`config.mk`:
```
export PLATFORM = sky130hd
export DESIGN_NAME = prim_sync_reqack_arb
export DESIGN_NICKNAME = d
export VERILOG_FILES = /design/src/rtl/prim_sync_reqack_arb_pkg.sv /design/src/rtl/prim_sync_reqack_arb_rr_pick.sv /design/src/rtl/prim_sync_reqack_arb.sv
export SDC_FILE = /design/constraint.sdc
export NUM_CORES = 1
export LEC_CHECK = 0
export ABC_CLOCK_PERIOD_IN_PS = 2200
export CAP_MARGIN = 20
export CORE_ASPECT_RATIO = 0.5
export CORE_UTILIZATION = 41
export CTS_BUF_LIST = sky130_fd_sc_hd__clkbuf_16
export DETAILED_ROUTE_END_ITERATION = 8
export PLACE_DENSITY = 0.72
export RECOVER_POWER = 50
export SYNTH_ARGS = -nofsm -noshare
export SYNTH_HDL_FRONTEND = slang
export SYNTH_SLANG_ARGS = --single-unit
```
`constraint.sdc`:
```
create_clock -name clk_i -period 2.2 [get_ports clk_i]
set_input_delay 0.44 -clock clk_i [delete_from_list [all_inputs] [get_ports clk_i]]
set_output_delay 0.44 -clock clk_i [all_outputs]
set_load 0.02 [all_outputs]
```
`src/rtl/prim_sync_reqack_arb_pkg.sv`:
```
// Shared types and helpers for the round-robin req/ack channel arbiter.
package prim_sync_reqack_arb_pkg;

  typedef enum logic [1:0] {
    IDLE  = 2'b00,
    GRANT = 2'b01,
    GAP   = 2'b10
  } arb_state_e;

  localparam int DefaultN             = 4;
  localparam int DefaultWidth         = 8;
  localparam int DefaultTimeoutCycles = 1023;

  // Widest requester vector the pick helper handles.
  localparam int MaxN    = 16;
  localparam int MaxIdxW = 4;

  // Index of the first set bit of req[n-1:0], searching upward from ptr and
  // wrapping at n. Returns 0 when nothing is set; callers qualify with |req.
  function automatic logic [MaxIdxW-1:0] rr_first_set(
    input logic [MaxN-1:0]    req,
    input logic [MaxIdxW-1:0] ptr,
    input int                 n
  );
    logic               found;
    logic [MaxIdxW-1:0] idx;
    logic [MaxIdxW:0]   pos;
    found = 1'b0;
    idx   = '0;
    for (int i = 0; i < MaxN; i++) begin
      pos = 5'(ptr) + 5'(i);
      if (pos >= 5'(n)) begin
        pos = pos - 5'(n);
      end
      if (i < n && !found && req[pos[MaxIdxW-1:0]]) begin
        found = 1'b1;
        idx   = pos[MaxIdxW-1:0];
      end
    end
    return idx;
  endfunction

endpackage

```
`src/rtl/prim_sync_reqack_arb_rr_pick.sv`:
```
// Combinational rotating-priority pick: first requester at or above the
// pointer, wrapping around. Reusable by any round-robin arbiter up to 16 ways.
module prim_rr_pick
  import prim_sync_reqack_arb_pkg::*;
#(
  parameter  int N    = DefaultN,
  localparam int IdxW = (N > 1) ? $clog2(N) : 1
) (
  input  logic [N-1:0]    req,
  input  logic [IdxW-1:0] ptr,
  output logic            valid,
  output logic [IdxW-1:0] idx
);

  assign valid = |req;
  assign idx   = IdxW'(rr_first_set(MaxN'(req), MaxIdxW'(ptr), N));

endmodule

```
`src/rtl/prim_sync_reqack_arb.sv`:
```
// Round-robin arbiter sharing one source-side req/ack data channel among N
// requesters. A winner is latched in IDLE, held on the channel in GRANT until
// the channel acks, and a one-cycle GAP always follows so the channel request
// returns to zero between transactions. The downstream channel must be reset
// together with this block, since a reset here drops out_req_o mid-handshake.
module prim_sync_reqack_arb
  import prim_sync_reqack_arb_pkg::*;
#(
  parameter  int N             = DefaultN,
  parameter  int Width         = DefaultWidth,
  parameter  int TimeoutCycles = DefaultTimeoutCycles,
  localparam int IdxW          = (N > 1) ? $clog2(N) : 1
) (
  input  logic               clk_i,
  input  logic               rst_i,
  input  logic [N-1:0]       req_i,
  input  logic [N*Width-1:0] data_i,
  output logic [N-1:0]       ack_o,
  output logic               out_req_o,
  input  logic               out_ack_i,
  output logic [Width-1:0]   out_data_o,
  output logic [IdxW-1:0]    gnt_idx_o,
  output logic               busy_o,
  output logic               err_o
);

  localparam int WdogW = (TimeoutCycles > 0) ? $clog2(TimeoutCycles + 1) : 1;
  localparam logic [WdogW-1:0] WdogMax = WdogW'(TimeoutCycles);

  arb_state_e       state_q, state_d;
  logic [IdxW-1:0]  ptr_q, win_q, next_ptr;
  logic [IdxW-1:0]  pick_idx;
  logic             pick_valid;
  logic [Width-1:0] data_q, pick_data;
  logic [WdogW-1:0] wdog_q, wdog_d;
  logic             err_q;
  logic             in_grant, ack_hit, win_req;
  logic             proto_err, spurious_ack, wdog_err;

  prim_rr_pick #(
    .N(N)
  ) u_pick (
    .req  (req_i),
    .ptr  (ptr_q),
    .valid(pick_valid),
    .idx  (pick_idx)
  );

  assign in_grant = (state_q == GRANT);
  assign ack_hit  = in_grant && out_ack_i;
  assign next_ptr = (win_q == IdxW'(N - 1)) ? '0 : win_q + 1'b1;

  // Select the data slice of the requester the pick logic is offering.
  always_comb begin
    pick_data = '0;
    for (int k = 0; k < N; k++) begin
      if (pick_idx == IdxW'(k)) begin
        pick_data = data_i[k*Width +: Width];
      end
    end
  end

  // Route the channel ack to the latched winner and look at its request level.
  always_comb begin
    ack_o   = '0;
    win_req = 1'b0;
    for (int k = 0; k < N; k++) begin
      if (win_q == IdxW'(k)) begin
        ack_o[k] = ack_hit;
        win_req  = req_i[k];
      end
    end
  end

  // Next-state logic: IDLE picks, GRANT waits for the ack, GAP forces a low cycle.
  always_comb begin
    state_d = state_q;
    case (state_q)
      IDLE:    if (pick_valid) state_d = GRANT;
      GRANT:   if (out_ack_i)  state_d = GAP;
      GAP:     state_d = IDLE;
      default: state_d = IDLE;
    endcase
  end

  // Watchdog counts GRANT cycles without an ack, saturating at the limit.
  always_comb begin
    wdog_d = '0;
    if (TimeoutCycles != 0 && in_grant && !out_ack_i) begin
      wdog_d = (wdog_q == WdogMax) ? wdog_q : wdog_q + 1'b1;
    end
  end

  assign wdog_err     = (TimeoutCycles != 0) && in_grant && !out_ack_i && (wdog_d == WdogMax);
  assign proto_err    = in_grant && !out_ack_i && !win_req;
  assign spurious_ack = !in_grant && out_ack_i;

  // State register.
  always_ff @(posedge clk_i) begin
    if (rst_i) begin
      state_q <= IDLE;
    end else begin
      state_q <= state_d;
    end
  end

  // Winner/data capture, priority rotation, watchdog and sticky error flag.
  always_ff @(posedge clk_i) begin
    if (rst_i) begin
      ptr_q  <= '0;
      win_q  <= '0;
      data_q <= '0;
      wdog_q <= '0;
      err_q  <= 1'b0;
    end else begin
      wdog_q <= wdog_d;
      if (state_q == IDLE && pick_valid) begin
        win_q  <= pick_idx;
        data_q <= pick_data;
      end
      if (ack_hit) begin
        ptr_q <= next_ptr;
      end
      if (proto_err || spurious_ack || wdog_err) begin
        err_q <= 1'b1;
      end
    end
  end

  assign out_req_o  = in_grant;
  assign out_data_o = data_q;
  assign gnt_idx_o  = win_q;
  assign busy_o     = (state_q != IDLE);
  assign err_o      = err_q;

endmodule
```
==> metrics.txt, run 1 <==
Overflow after GRT=0; Nets=339; post-synthesis cell type count=40; clock sink count=25; Routed WL per cell=~16 microns; PortBufs=55; max_slew headroom=74.3%; Final setup viols=0; Placeable Area=3660 sq um; worst-margin pin slew=0.383 ns; Final Hold Fails=0; Yosys reg bits=25; PD cells=a little under 600 nW/um^2; layout cell share with drive strength beyond 1=20.3%; hold_ws=between 0.4 and 0.5 ns; total CTS buffers=3; Avg Synthesized Cell Area=8.32 sq um; fmax=roughly 460 MHz; initial core utilization=45.7%; worst vdd ir=about 0.27 mV; top_reg_cell synth=dfxtp_1; Ys Warns=0; slowest stage delay, CP=0.34 ns; Syn Nets=249; pin count of the biggest net entering global routing=17; Worst-path clk slew=about 0.070 ns; Synth-to-Final Area Change=62.8%; 1st-pass router iterations=4; Fin Setup TNS=0 ns; Die Height=47.2 microns; GPL Wtd Cong=around 0.91; Max-Cap Viols=0; CTS tree=built; Final min period=2.20 ns; drc violations=0; critical path data required time=2.36 ns; via/cell ratio=5.33; post-synthesis cell count=201; Post-Route Skew=around 0.0034 ns; CP Class=flip-flop to flip-flop; RSZ-0062 raised after global routing=yes; nature of the critical path endpoint=flip-flop; Tcrit/Tclk final=99.9%; WP data arrival=2.36 ns; root buf cell=clkbuf_16; first-pass GRT wire length=8.23 mm; Placed Cells=approximately 330; initial DRC count=58; Core Rows=15; post-synthesis async set-or-reset flop share=0%; crit-path max FO=8; max-slew violations=0; initial antenna violation count=0; worst path cell trace=inv_2 > ha_4 > mux2_4 > nand3_2 > buf_4 > nand2_2 > a2bb2oi_4 > buf_12 > buf_16 > buf_4 > mux2i_1 > o2bb2ai_1; Critical R2R Launch=ptr_q[1]; Worst Hold Launch=out_data_o[3]; DR vias=1819; startpoint types=flip-flop; Post-Syn Area=1670 sq um; H-tree depth=1; # fillers=roughly 280; Post-synth EDFFs=0; die area=4350 sq um; clk buf depth=2; leakage=1.19 nW; drt total wl=5.30 mm; CTS Hold Bufs=0; Die X-Extent=slightly above 90 microns; most used cell, CP=buf_4; Ports=56; Layout Cells excl Fill=341; DP HPWL=3.62 mm; Slowest cell on crit path=dfxtp_2; diode count=0; min-delay worst type=flip-flop to flip-flop; Total GRT Usage=24.9%; Seq/Total Area, Yosys=29.9%; Clock Latency Late Sink=0.27 ns; vias in the first global route=1711; post-route ant nets=0; outcome=completed; Crit. Startpoint=ptr_q[1]
==> cell type report <==
cell class | instances | area, sq um | area share (%)
Clock buffer | 3 | 75.1 | 2.76
Clock inverter | 1 | 8.76 | 0.322
Inverter | 7 | 26.3 | 0.965
Multi-Input combinational cell | 162 | 1160 | 42.7
Sequential cell | 25 | 503 | 18.5
Tap cell | 51 | 63.8 | 2.34
Timing Repair Buffer | 92 | 883 | 32.4
==> kinds of logic after synthesis <==
logic type | count (synthesis) | synth area share [%]
AOI/OAI and AO/OA | 43 | 17.8
xor gates and xnor gates | 2 | 1.05
adders and majority gates | 9 | 6.73
buffers and inverters | 14 | 5.16
DFF | 25 | 29.9
muxes | 25 | 15.5
and+or+nand+nor | 83 | 23.9
==> where the power goes <==
| part | total, mW | switching [mW] | internal, mW | leakage, nW |
|---|---|---|---|---|
| clock network | 0.435 | 0.183 | 0.252 | 0.0415 |
| logic | 0.656 | 0.287 | 0.369 | 0.941 |
| registers | 0.520 | 0.0276 | 0.492 | 0.205 |
==> stage by stage <==
stage | util, % | cell area (sq um) | power [mW] | setup slack, ns
after floorplan | - | 1690 | 0.830 | 0.00234
after global placement | 67.4 | 2460 | 1.06 | -0.262
after detailed placement | 67.4 | 2460 | 1.07 | -0.324
after CTS | 72.4 | 2650 | 1.59 | 0.00951
after global routing | 74.4 | 2720 | 1.68 | -0.0735
final | 74.4 | 2720 | 1.61 | 0.00274
==> sequential cells by signal (all words and copies together) (netlist names) <==
name	count
ptr_q	2
err_o	1
wdog_q	10
state_q	2
out_data_o	8
gnt_idx_o	2
==> timing repair <==
action,CTS,global route
gates cloned,2,0
setup buffers,2,5
gates resized for setup,14,11
endpoints found under the setup margin,11,10
pin swaps,2,8
==> per-layer routing <==
layer | track usage, % | routed length [microns]
met1 | 31.6 | 2430
met2 | 43.9 | 2550
met3 | 5.18 | 245
met4 | 9.06 | 70
met5 | 0 | 0
==> worst paths after layout <==
| kind | endpoint | slack, ns | cells past startpoint |
|---|---|---|---|
| hold reg to reg | out_data_o[3] | 0.46 | 2 |
| hold / removal | out_data_o[3] | 0.46 | 2 |
| setup / recovery | out_data_o[7] | 0.003 | 12 |
| setup reg to reg | out_data_o[7] | 0.003 | 12 |
==> critical path, delay by kind of cell, from the launching register on <==
| family | cells | cell delay, ns |
|---|---|---|
| AO/OA/AOI/OAI | 2 | 0.25 |
| AND/OR/NAND/NOR | 2 | 0.16 |
| buffers and inverters | 5 | 0.59 |
| flip-flops | 1 | 0.34 |
| multiplexers | 2 | 0.45 |
| adder cells (fa/ha/maj) | 1 | 0.29 |
==> synthesized netlist by cell type (2+ instances only) <==
master | instances | share of area, %
a211o_1 | 2 | 1.0
nor2_1 | 22 | 4.9
or3_1 | 3 | 1.1
o211ai_1 | 2 | 0.90
nand2_1 | 22 | 4.9
o221ai_1 | 7 | 3.7
nand4_1 | 2 | 0.75
nor3_1 | 5 | 1.5
a21oi_1 | 16 | 4.8
clkbuf_2 | 2 | 0.60
mux2i_1 | 21 | 13
o21ai_0 | 3 | 0.90
buf_6 | 2 | 1.3
inv_1 | 7 | 1.6
dfxtp_1 | 25 | 30
clkbuf_1 | 2 | 0.45
ha_1 | 9 | 6.7
nand2b_1 | 4 | 1.5
or2_2 | 3 | 1.1
and3_1 | 7 | 2.6
mux2_2 | 3 | 2.0
nand3_1 | 10 | 3.0
a211oi_1 | 5 | 2.2
==> placed cells by master (no fill, tap or decap), types with 3 or more instances in the layout <==
master / n
clkdlybuf4s50_1: 43
buf_4: 28
dfxtp_1: 23
nor2_1: 22
mux2i_1: 21
nand2_1: 21
a21oi_1: 16
nand3_1: 8
dlygate4sd2_1: 8
and3_1: 7
o221ai_1: 7
ha_1: 7
inv_1: 5
a211oi_1: 5
nor3_1: 5
dlygate4sd3_1: 4
or2_2: 3
nand2b_1: 3
mux2_4: 3
or3_1: 3
o21ai_0: 3
clkbuf_16: 3
clkbuf_1: 3
No activity file was read; power rests on OpenSTA's default activity.
==> run 2, diff against run 1 <==
- SKIP_LAST_GASP: default -> 1
==> results of run 2 <==
Final layout, timing and power as in run 1 (identical DEF).
